$ cat src/rtl/field_serializer.sv
// field_serializer: splits one wide word into narrow fields, LSB field first.
// Reports whether the word fits in one field; optionally sends one beat then.
module field_serializer #(
   parameter  int IN_W       = 32,
   parameter  int OUT_W      = 5,
   parameter  int TRUNC_MODE = 0,
   localparam int NUM_CHUNKS = (IN_W + OUT_W - 1) / OUT_W,
   localparam int IDX_W      = (NUM_CHUNKS > 1) ? $clog2(NUM_CHUNKS) : 1
) (
   input  logic             Clk,
   input  logic             Rst_n,
   input  logic             InValid,
   output logic             InReady,
   input  logic [IN_W-1:0]  InData,
   output logic             OutValid,
   input  logic             OutReady,
   output logic [OUT_W-1:0] OutData,
   output logic [IDX_W-1:0] OutIdx,
   output logic             OutLast,
   output logic             Fits
);

   localparam int SH_W = NUM_CHUNKS * OUT_W;
   localparam logic [IDX_W-1:0] LAST_IDX = IDX_W'(NUM_CHUNKS - 1);

   typedef enum logic {
      IDLE,
      SEND
   } state_e;

   state_e            state_q, state_d;
   logic [SH_W-1:0]   shreg_q, shreg_d;
   logic [IDX_W-1:0]  idx_q, idx_d;
   logic              fits_q, fits_d;

   // State and datapath registers; reset discards any word in flight.
   always_ff @(posedge Clk or negedge Rst_n) begin
      if (!Rst_n) begin
         state_q <= IDLE;
         shreg_q <= '0;
         idx_q   <= '0;
         fits_q  <= 1'b0;
      end else begin
         state_q <= state_d;
         shreg_q <= shreg_d;
         idx_q   <= idx_d;
         fits_q  <= fits_d;
      end
   end

   // Next-state and handshake outputs: capture in IDLE, shift out in SEND.
   always_comb begin
      state_d  = state_q;
      shreg_d  = shreg_q;
      idx_d    = idx_q;
      fits_d   = fits_q;
      InReady  = 1'b0;
      OutValid = 1'b0;
      OutData  = '0;
      OutLast  = 1'b0;
      unique case (state_q)
         IDLE: begin
            // Gate with reset so nothing looks acceptable while held in reset.
            InReady = Rst_n;
            if (InValid) begin
               shreg_d = SH_W'(InData);
               fits_d  = ((InData >> OUT_W) == '0);
               idx_d   = '0;
               state_d = SEND;
            end
         end
         SEND: begin
            OutValid = 1'b1;
            OutData  = shreg_q[OUT_W-1:0];
            OutLast  = (idx_q == LAST_IDX) ||
                       ((TRUNC_MODE != 0) && fits_q);
            if (OutReady) begin
               if (OutLast) begin
                  state_d = IDLE;
               end else begin
                  shreg_d = shreg_q >> OUT_W;
                  idx_d   = idx_q + IDX_W'(1);
               end
            end
         end
      endcase
   end

   assign OutIdx = idx_q;
   assign Fits   = fits_q;

endmodule
$ cat config.mk
export PLATFORM = sky130hd
export DESIGN_NAME = field_serializer
export DESIGN_NICKNAME = d
export VERILOG_FILES = /design/src/rtl/field_serializer.sv
export SDC_FILE = /design/constraint.sdc
export NUM_CORES = 1
export LEC_CHECK = 0
export BUFFER_PORTS_ARGS = -buffer_cell sky130_fd_sc_hd__buf_2
export CAP_MARGIN = 15
export CORE_MARGIN = 2
export CORE_UTILIZATION = 30
export DETAILED_ROUTE_END_ITERATION = 7
export PLACE_DENSITY = 0.58
export REMOVE_ABC_BUFFERS = 1
export SYNTH_ARGS = -nofsm -noshare
export SYNTH_HDL_FRONTEND = slang
export SYNTH_SLANG_ARGS = --single-unit
$ cat constraint.sdc
create_clock -name Clk -period 2.85 [get_ports Clk]
set_input_delay 0.1425 -clock Clk [delete_from_list [all_inputs] [get_ports Clk]]
set_output_delay 0.1425 -clock Clk [all_outputs]
set_load 0.05 [all_outputs]
==> results of run 1 <==
-- registers in the layout, summed over array words and instances (netlist names) --
name,cells
state_q,1
OutIdx,3
Fits,1
shreg_q,32
-- area by class of cell --
| cell class | count | area (um2) | area share |
|---|---|---|---|
| flip-flops and latches | 37 | 926 | 0.401 |
| multi-input cells | 97 | 906 | 0.392 |
| repair buffers | 51 | 268 | 0.116 |
| well taps | 77 | 96.3 | 0.0417 |
| clock buffers | 7 | 86.3 | 0.0374 |
| inverters | 7 | 26.3 | 0.0114 |
-- cells in the final DEF (no fill, tap or decap) --
cell type / netlist / routed
a21oi_1: 1 / 1
a21oi_4: 1 / 1
and2_1: 5 / 5
and3_4: 1 / 1
buf_2: 4 / 47
buf_4: 0 / 3
clkbuf_1: 0 / 1
clkbuf_8: 0 / 6
dfrtp_1: 37 / 37
dlygate4sd3_1: 0 / 1
ha_1: 2 / 2
inv_1: 7 / 7
mux2_2: 55 / 55
nand2_1: 3 / 3
nand2b_4: 1 / 1
nand3_1: 1 / 1
nand3b_1: 6 / 6
nand4_1: 2 / 2
nor2_1: 1 / 1
nor2b_1: 2 / 2
nor3_1: 1 / 1
nor4_1: 6 / 6
o21ai_0: 7 / 7
o2bb2ai_1: 1 / 1
o31ai_1: 1 / 1
-- routing by layer --
metal | GRT usage | routed length [um] | up-vias
li1 | - | - | 634
met1 | 0.162 | 1940 | 606
met4 | 0.0264 | 18 | 0
met2 | 0.172 | 1680 | 38
met3 | 0.0415 | 211 | 2
met5 | 0 | 0 | -
-- cells by family (layout without fill, tap and decap cells) --
group                    Yosys count  count (layout)
adder cells (fa/ha/maj)            2               2
buffers and inverters             15              65
flip-flops                        37              37
AND/OR/NAND/NOR                   29              29
multiplexers                      55              55
AO/OA/AOI/OAI                     11              11
-- critical path, cell delays in order, from the launching register on --
cell	delay, ns
dfrtp_1	0.36
inv_1	0.07
ha_1	0.21
and3_4	0.20
a21oi_4	0.15
buf_4	0.39
mux2_2	0.38
-- power by group --
| part | leakage, uW | internal, uW | total (uW) | switching [uW] |
|---|---|---|---|---|
| clock | 0.0000443 | 192 | 362 | 170 |
| sequential | 0.000473 | 734 | 841 | 107 |
| combinational | 0.000584 | 617 | 1290 | 670 |
| total | 0.00110 | 1540 | 2490 | 947 |
-- stage by stage --
step | total power [uW] | worst slack (ns) | hold slack (ns) | instance area [um2] | util
global placement | 2130 | 1.00 | 0.264 | 2210 | 0.352
detailed placement | 2150 | 0.963 | 0.266 | 2210 | 0.352
floorplan | 1870 | 0.0651 | -0.153 | 1860 | -
finish | 2490 | 0.969 | 0.0889 | 2310 | 0.368
global route | 2670 | 0.840 | 0.0855 | 2310 | 0.368
CTS | 2530 | 0.954 | 0.0777 | 2310 | 0.368
-- what timing repair did --
item,4_1_cts,5_1_grt
endpoints found under the hold margin,37,0
buffers inserted,0,0
hold buffers,1,0
-- worst min-delay path by stage --
| stage | from | to | slack [ns] | cells after the start |
|---|---|---|---|---|
| after CTS | OutReady | state_q$_DFF_PN0_ | 0.08 | 2 |
| after detailed placement | Rst_n | OutIdx[2]$_DFFE_PN0P_ | 0.27 | 2 |
| after global routing | OutReady | state_q$_DFF_PN0_ | 0.09 | 2 |
| after global placement | Rst_n | shreg_q[28]$_DFFE_PN0P_ | 0.26 | 2 |
| final | OutReady | state_q$_DFF_PN0_ | 0.09 | 2 |
| after floorplan | Rst_n | Fits$_DFFE_PN0P_ | -0.15 | 0 |
==> metrics.md, run 1 <==
| Metric | Value |
|---|---|
| Status | complete, no violations |
| Seq/Total Area, Yosys | 0.483 |
| RSZ-0062 raised after global routing | no |
| Worst Hold Class | in -> reg |
| Unique masters post-synth | 23 |
| R2R cell count | 6 |
| Most frequent cells after synthesis | 55 x mux2_2, 37 x dfrtp_1, 7 x inv_1, 7 x o21ai_0 |
| Pre-antenna DRT Iters | 4 |
| Worst reg-to-reg setup slack | 0.97 ns |
| Pins over their slew limit | 0 |
| # fillers | 636 |
| Worst setup endpoint | shreg_q[23]$_DFFE_PN0P_ |
| Post-route setup TNS | 0 ns |
| Xor/xnor share of the synthesized area | 0 |
| First-pass GRT wire length | 6.50 mm |
| Vias in the first global route | 1340 |
| Diodes inserted | 0 |
| Vias per std cell | 4.64 |
| Yosys top cell by area | dfrtp_1 |
| RR Endpoint | shreg_q[23]$_DFFE_PN0P_ |
| Critical Path RT | 3.02 ns |
| Clk slew on worst S/H paths | 0.07 ns |
| Placer Congestion | 0.709 |
| Largest family of logic cells by synthesized area | multiplexers |
| Die span in x | 83.9 um |
| Fin. Hold Viols | 0 |
| Total track usage | 0.116 |
| Slew HR | 0.683 |
| Initial antenna violation count | 0 |
| Clock Skew | 0.00161 ns |
| Remaining antenna violation count | 0 |
| CP arrival | 2.05 ns |
| NumNets Final | 237 |
| Post-cts repair resize count | 0 |
| Min cycle time layout | 1.88 ns |
| Part of the cycle the worst path needs | 0.660 |
| Total CTS buffers | 5 |
| Static leakage | 0.00110 uW |
| CTS tree | built |
| Share of cells above drive strength 1 | 0.573 |
| Total power divided by cell area | 1080 nW/um2 |
| Post-Synth Adder-Cell Area | 0.0131 |
| Area growth, synth to finish | 20.5% |
| Compound-cell area share of the yosys netlist | 0.0379 |
| Post-synthesis simple-gate area fraction | 0.0986 |
| HPWL Detailed | 2.78 mm |
| Seq cells post-synth | 37 |
| Core Area | 6280 um2 |
| Root buffer cell | clkbuf_8 |
| Vias | 1280 |
| Synth warnings | 0 |
| Final setup vio count | 0 |
| Type of the worst setup path | reg -> reg |
| Die Height | 83.9 um |
| Die ar. | 7040 um2 |
| VDD IR max | 0.401 mV |
| Placed Cells | 268 |
| Max Clock Freq | 532 MHz |
| EDFF count, synth | 0 |
| Post-Syn Instances | 149 |
| Wire per inst | 13.9 um |
| CP startpoint kind | register |
| Worst Path Max Fanout | 32 |
| Mapped cell area | 1920 um2 |
| Most numerous cell in the Yosys netlist | mux2_2 |
| Ranking of synthesized cells by area | dfrtp_1 48%, mux2_2 32%, nand3b_1 2.4% |
| Clock latency on the worst-skew pair | 0.28 ns |
| RR Startpoint | OutIdx[0]$_DFFE_PN0P_ |
| Average size of a mapped cell | 12.9 um2 |
| DRT iter0 DRCs | 42 |
| Clk sink count | 37 |
| Drt total wl | 3.85 mm |
| Multiplexer share of the synthesized area | 0.323 |
| I/O pin cnt | 48 |
| Setup crit end kind | register |
| Crit path launch | OutIdx[0]$_DFFE_PN0P_ |
| Fin cells | 276 |
| Row cnt | 29 |
| Port Buffers | 47 |
| Worst Tran Pin Value | 0.476 ns |
| Residual DRC count | 0 |
| MaxCap Viol Count | 0 |
| Largest net degree at the start of global routing | 40 |
| CTS HTree Levels | 2 |
| Maximum root-to-sink buffer count | 2 |
| Synth async-reset ratio | 1.00 |
| Starting Density | 0.305 |
| Synth top area share | 0.483 |
| GRT overflow | 0 |
| Main flop type after synthesis | dfrtp_1 |
(Power assumes the default switching activity.)
==> inputs of run 2 (changes only) <==
- PLACE_DENSITY: 0.58 -> 0.6
- clock period: 2.85 -> 1.6 ns (I/O delays scaled with it)
==> run 2 against run 1 <==
Net effect:
- the flow now finishes with violations (setup timing)
- clock skew is 0.0041 ns higher
- register-to-register slack worse by 1.0 ns
- sequential share of layout area is 4.0 points lower
- hold slack worse by 0.077 ns
==> metrics.md, run 2 (synthesis gave the netlist of run 1 again) <==
| Metric | Value |
|---|---|
| Status | finished, violations left (was complete, no violations) |
| Failing checks | setup timing |
| Wire per inst | 15.6 um (was 13.9 um) |
| Critical-path cell list | ha_4, and3_4, a21oi_4, buf_12, buf_12, mux2_4 (was inv_1, ha_1, and3_4, a21oi_4, buf_4, mux2_2) |
| Area post-placement | 2280 um2 (was 2210 um2) |
| RSZ-0062 raised after global routing | yes (was no) |
| Drt total wl | 4.52 mm (was 3.85 mm) |
| Crit path launch | OutIdx[1]$_DFFE_PN0P_ (was OutIdx[0]$_DFFE_PN0P_) |
| Placed Cells | 275 (was 268) |
| Fin. Hold Viols | 0 (unchanged) |
| Residual DRC count | 0 (unchanged) |
| MaxCap Viol Count | 0 (unchanged) |
| Max stage delay on crit path | 0.41 ns (was 0.39 ns) |
| Clk slew on worst S/H paths | 0.07 ns (about the same) |
| Pre-antenna DRT Iters | 4 (unchanged) |
| Min cycle time layout | 1.64 ns (was 1.88 ns) |
| Port Buffers | 47 (unchanged) |
| Number of flip-flops in the largest register | 32 (unchanged) |
| Worst Path Max Fanout | 8 (was 32) |
| Vias | 1369 (was 1280) |
| Worst Hold Class | in -> reg (unchanged) |
| Remaining antenna violation count | 0 (unchanged) |
| Starting Density | 0.305 (unchanged) |
| Core Area | 6280 um2 (unchanged) |
| Vias in the first global route | 1374 (was 1340) |
| NumNets Final | 250 (was 237) |
| HPWL Detailed | 2.99 mm (was 2.78 mm) |
| First-pass GRT wire length | 7.00 mm (was 6.50 mm) |
| Hold Crit Start | OutReady (unchanged) |
| CTS tree | built (unchanged) |
| GRT overflow | 0 (unchanged) |
| Root buffer cell | clkbuf_8 (unchanged) |
| Cell area after layout | 2560 um2 (was 2310 um2) |
| Slew HR | 0.675 (was 0.683) |
| VDD IR max | 0.916 mV (was 0.401 mV) |
| Most common cell after layout, fill and taps aside | buf_2 (was mux2_2) |
| Clock Skew | 0.00573 ns (was 0.00161 ns) |
| Worst setup endpoint | shreg_q[23]$_DFFE_PN0P_ (unchanged) |
| Die span in x | 83.9 um (unchanged) |
| Worst Tran Pin Value | 0.487 ns (was 0.476 ns) |
| Power, Total | 5270 uW (was 2490 uW) |
| CP startpoint kind | register (unchanged) |
| Static leakage | 0.00125 uW (was 0.00110 uW) |
| Worst Slack Setup Final | -0.0364 ns (was 0.969 ns) |
| I/O pin cnt | 48 (unchanged) |
| Max Clock Freq | 611 MHz (was 532 MHz) |
| Placer Congestion | 0.727 (was 0.709) |
| CP arrival | 1.81 ns (was 2.05 ns) |
| Largest net degree at the start of global routing | 38 (was 40) |
| Total power divided by cell area | 2060 nW/um2 (was 1080 nW/um2) |
| RR Startpoint | OutIdx[1]$_DFFE_PN0P_ (was OutIdx[0]$_DFFE_PN0P_) |
| Part of the cycle the worst path needs | 1.02 (was 0.660) |
| R2R cell count | 6 (unchanged) |
| Vias per std cell | 4.74 (was 4.64) |
| Row cnt | 29 (unchanged) |
| CP max-delay cell | dfrtp_1 (was buf_4) |
| Total track usage | 0.128 (was 0.116) |
| Critical Path RT | 1.77 ns (was 3.02 ns) |
| DRT iter0 DRCs | 75 (was 42) |
| Setup crit end kind | register (unchanged) |
| CTS HTree Levels | 2 (unchanged) |
| Total CTS buffers | 5 (unchanged) |
| Worst reg-to-reg setup slack | -0.04 ns (was 0.97 ns) |
| Initial antenna violation count | 0 (unchanged) |
| Most frequent cells in the layout | 47 x buf_2, 37 x dfrtp_1, 36 x mux2_2 (was 55 x mux2_2, 47 x buf_2, 37 x dfrtp_1) |
| Clock latency on the worst-skew pair | 0.29 ns (was 0.28 ns) |
| Maximum root-to-sink buffer count | 2 (unchanged) |
| Area growth, synth to finish | 33.8% (was 20.5%) |
| Type of the worst setup path | reg -> reg (unchanged) |
| Die ar. | 7040 um2 (unchanged) |
| Diodes inserted | 0 (unchanged) |
| Top cell by count, worst path | buf_12 |
| Pins over their slew limit | 0 (unchanged) |
| Most flop-heavy register | shreg_q (unchanged) |
| Clk sink count | 37 (unchanged) |
| Share of cells above drive strength 1 | 0.608 (was 0.573) |
| Fin cells | 289 (was 276) |
| Die Height | 83.9 um (unchanged) |
| Final setup vio count | 20 (was 0) |
| RR Endpoint | shreg_q[23]$_DFFE_PN0P_ (unchanged) |
-- run 2: cell types whose count changed in the layout (fill, tap and decap cells not counted) --
| cell | delta |
|---|---|
| mux2_2 | -19 |
| mux2_4 | +19 |
| buf_4 | +6 |
| buf_6 | +3 |
| buf_12 | +2 |
| buf_16 | +1 |
| clkbuf_16 | +1 |
| ha_1 | -1 |
| ha_4 | +1 |
| inv_1 | -1 |
| inv_2 | +1 |
-- run 2: cell type report --
type,count,area (um2)
tap,77,96.3
inverter,7,26.3
timing repair buffer,64,439
sequential,37,926
fill,602,3710
clock buffer,7,86.3
multi-input combinational,97,990
-- run 2: per-stage QoR --
stage | utilization | hold WS, ns | setup slack (ns) | setup TNS [ns]
finish | 0.408 | 0.0119 | -0.0364 | -0.411
global route | 0.408 | 0.00877 | -0.0961 | -1.76
CTS | 0.399 | 0.00845 | -0.0359 | -0.818
detailed placement | 0.363 | 0.213 | -0.0398 | -0.635
global placement | 0.363 | 0.227 | 0.00953 | 0
floorplan | - | -0.216 | -1.18 | -43.21
-- run 2: metal layers --
metal / share of wire / up-vias / GRT usage
met3: 0.050 / 7 / 0.0435
met2: 0.45 / 36 / 0.191
met1: 0.49 / 669 / 0.177
met5: 0 / - / 0
li1: - / 657 / -
met4: 0.010 / 0 / 0.0352
-- run 2: worst max-delay path: cells and delay by family (launching register included) --
family,cells,cell delay (ns)
AOI/OAI and AO/OA,1,0.16
adders and majority gates,1,0.17
buffers and inverters,2,0.29
DFF,1,0.41
muxes,1,0.31
and+or+nand+nor,1,0.18
-- run 2: timing repair --
item | in CTS | in global routing
endpoints found under the hold margin | 37 | 0
pin swaps | 0 | 1
resized for setup | 13 | 14
setup buffers | 3 | 1
gates cloned | 2 | 1
hold buffers | 1 | 0
setup endpoints to repair | 26 | 34
-- run 2: worst min path at each step --
stage,end,slack [ns],cells past startpoint
after floorplan,Fits$_DFFE_PN0P_,-0.22,0
after global placement,state_q$_DFF_PN0_,0.23,2
after detailed placement,shreg_q[28]$_DFFE_PN0P_,0.21,2
after CTS,state_q$_DFF_PN0_,0.008,2
after global routing,state_q$_DFF_PN0_,0.009,2
final,state_q$_DFF_PN0_,0.01,2
-- run 2: where the power goes --
part	leakage, uW	internal, uW	total (uW)	switching, uW
combinational	0.000731	1680	3100	1410
clock	0.0000443	342	663	321
sequential	0.000473	1310	1510	205
total	0.00125	3330	5270	1940
==> inputs of run 3 (changes only) <==
- CORE_MARGIN: 2 -> default
- PLACE_DENSITY: 0.6 -> 0.58
- clock period: 1.6 -> 1.9 ns (I/O delays scaled with it)
==> run 3 against run 2 <==
Net effect:
- the run now ends clean
- design area shrank 8.3%
- core utilization shrank 1.8 points
- clock-buffer cell count shrank 2
- critical path type unchanged
- largest power group unchanged
==> metrics.md, run 3 (synthesis gave the netlist of run 1 again) <==
| Metric | Value |
|---|---|
| Clock share of power | 0.171 (was 0.126) |
| Initial antenna violation count | 0 (unchanged) |
| CP startpoint kind | register (unchanged) |
| Int Power | 2460 uW (was 3330 uW) |
| Vias in the first global route | 1329 (was 1374) |
| CTS HTree Levels | 2 (unchanged) |
| Clk sink count | 37 (unchanged) |
| GRT overflow | 0 (unchanged) |
| VDD IR max | 0.862 mV (was 0.916 mV) |
| Clock latency on the worst-skew pair | 0.30 ns (was 0.29 ns) |
| Worst Tran Pin Value | 0.477 ns (was 0.487 ns) |
| Clock Skew | 0.0135 ns (was 0.00573 ns) |
| Critical Path RT | 2.07 ns (was 1.77 ns) |
| Drt total wl | 3.95 mm (was 4.52 mm) |
| # fillers | 607 (was 602) |
| Fin. Hold Viols | 0 (unchanged) |
| Share of cells above drive strength 1 | 0.582 (was 0.608) |
| I/O pin cnt | 48 (unchanged) |
| Row cnt | 28 (was 29) |
| Max Clock Freq | 595 MHz (was 611 MHz) |
| Min cycle time layout | 1.68 ns (was 1.64 ns) |
| Diodes inserted | 0 (unchanged) |
| Placer Congestion | 0.695 (was 0.727) |
| Starting Density | 0.318 (was 0.305) |
| NumNets Final | 239 (was 250) |
| Maximum root-to-sink buffer count | 2 (unchanged) |
| Clk slew on worst S/H paths | 0.07 ns (about the same) |
| Worst Path Max Fanout | 35 (was 8) |
| Largest net degree at the start of global routing | 38 (unchanged) |
| Static leakage | 0.00112 uW (was 0.00125 uW) |
| RSZ-0062 raised after global routing | no (was yes) |
| MaxCap Viol Count | 0 (unchanged) |
| HPWL Detailed | 2.70 mm (was 2.99 mm) |
| Most common cell after layout, fill and taps aside | mux2_2 (was buf_2) |
| Area growth, synth to finish | 22.7% (was 33.8%) |
| Remaining antenna violation count | 0 (unchanged) |
| Post-CTS setup buffer count | 0 (was 3) |
| Final core occ | 0.390 (was 0.408) |
| Wire per inst | 14.3 um (was 15.6 um) |
| Most frequent cells in the layout | 55 x mux2_2, 47 x buf_2, 37 x dfrtp_1 (was 47 x buf_2, 37 x dfrtp_1, 36 x mux2_2) |
| Die span in x | 81.9 um (was 83.9 um) |
| Total power divided by cell area | 1670 nW/um2 (was 2060 nW/um2) |
| Worst Slack Setup Final | 0.219 ns (was -0.0364 ns) |
| Final setup vio count | 0 (was 20) |
| Net Sw Frac | 0.374 (was 0.368) |
| Core Area | 6030 um2 (was 6280 um2) |
| Residual DRC count | 0 (unchanged) |
| Switching pwr | 1470 uW (was 1940 uW) |
| Seq pwr share | 0.322 (was 0.287) |
| Die Height | 81.9 um (was 83.9 um) |
| Multi-input gate area | 906 um2 (was 990 um2) |
| Fin Hold WS | 0.0188 ns (was 0.0119 ns) |
| Comb pwr share | 0.507 (was 0.587) |
| Worst Hold Class | in -> reg (unchanged) |
| DRT iter0 DRCs | 61 (was 75) |
| Total track usage | 0.131 (was 0.128) |
| Most flop-heavy register | shreg_q (unchanged) |
| Hold Buf Count CTS | 1 (unchanged) |
| Pins over their slew limit | 0 (unchanged) |
| First-pass GRT wire length | 6.48 mm (was 7.00 mm) |
| Slew HR | 0.682 (was 0.675) |
| Post-route setup TNS | 0 ns (was -0.411 ns) |
| Pre-antenna DRT Iters | 4 (unchanged) |
| CTS tree | built (unchanged) |
| Die ar. | 6710 um2 (was 7040 um2) |
| Vias | 1297 (was 1369) |
| Post-cts repair resize count | 0 (was 13) |
| Port Buffers | 47 (unchanged) |
| Type of the worst setup path | reg -> reg (unchanged) |
| Number of flip-flops in the largest register | 32 (unchanged) |
| Part of the cycle the worst path needs | 0.885 (was 1.02) |
| Setup crit end kind | register (unchanged) |
| Status | complete, no violations (was finished, violations left) |
| Pre-CTS setup slack | 0.238 ns (was -0.0398 ns) |
| Vias per std cell | 4.70 (was 4.74) |
| Root buffer cell | clkbuf_8 (unchanged) |
| CP arrival | 1.85 ns (was 1.81 ns) |
| FF/Latch Area | 926 um2 (unchanged) |
| Total CTS buffers | 5 (unchanged) |
[run 3: cell count changes in the layout (fill, tap and decap cells not counted), moves of 3 or more]
cell    delta
buf_4      -5
mux2_2    +19
buf_6      -3
mux2_4    -19
[run 3: power groups by stage]
| stage | clock network, uW | logic [uW] | registers [uW] |
|---|---|---|---|
| 5_1_grt | 722 | 2160 | 1310 |
| 6_report | 672 | 1990 | 1260 |
| 3_3_place_gp | 0 | 1980 | 1270 |
| 3_5_place_dp | 0 | 2000 | 1270 |
| 4_1_cts | 679 | 2010 | 1260 |
| 2_1_floorplan | 0 | 1360 | 1440 |
[run 3: critical path, stage by stage (launching register included)]
cell     delay, ns
dfrtp_1       0.36
inv_1         0.07
ha_1          0.21
and3_4        0.19
a21oi_4       0.13
buf_12        0.22
mux2_2        0.36
[run 3: layer usage]
layer	track usage	wire length, um	up-vias
met5	0	0	-
met4	0.0263	25	0
met3	0.0467	215	3
met2	0.198	1740	35
met1	0.179	1970	619
li1	-	-	640
[run 3: cell type report]
type                       instances  share of cell area
clock inverter                     2              0.0149
sequential                        37               0.394
clock buffer                       5              0.0293
timing repair buffer              53               0.126
inverter                           7              0.0112
multi-input combinational         97               0.385
tap                               75              0.0399
[run 3: worst paths after layout]
path | cells after the start | endpoint | start | slack (ns)
setup / recovery | 6 | shreg_q[9]$_DFFE_PN0P_ | OutIdx[0]$_DFFE_PN0P_ | 0.22
hold / removal | 2 | state_q$_DFF_PN0_ | OutReady | 0.02
setup reg to reg | 6 | shreg_q[9]$_DFFE_PN0P_ | OutIdx[0]$_DFFE_PN0P_ | 0.22
hold reg to reg | 2 | Fits$_DFFE_PN0P_ | Fits$_DFFE_PN0P_ | 0.47
max in group asynchronous | 3 | shreg_q[25]$_DFFE_PN0P_ | Rst_n | 1.17
min in group asynchronous | 3 | OutIdx[0]$_DFFE_PN0P_ | Rst_n | 0.38
[run 3: metrics by stage]
step	instances	area [um2]	power (uW)
after floorplan	141	1860	2810
after global placement	268	2240	3250
after detailed placement	268	2240	3270
after CTS	276	2350	3950
after global routing	276	2350	4190
final	276	2350	3930
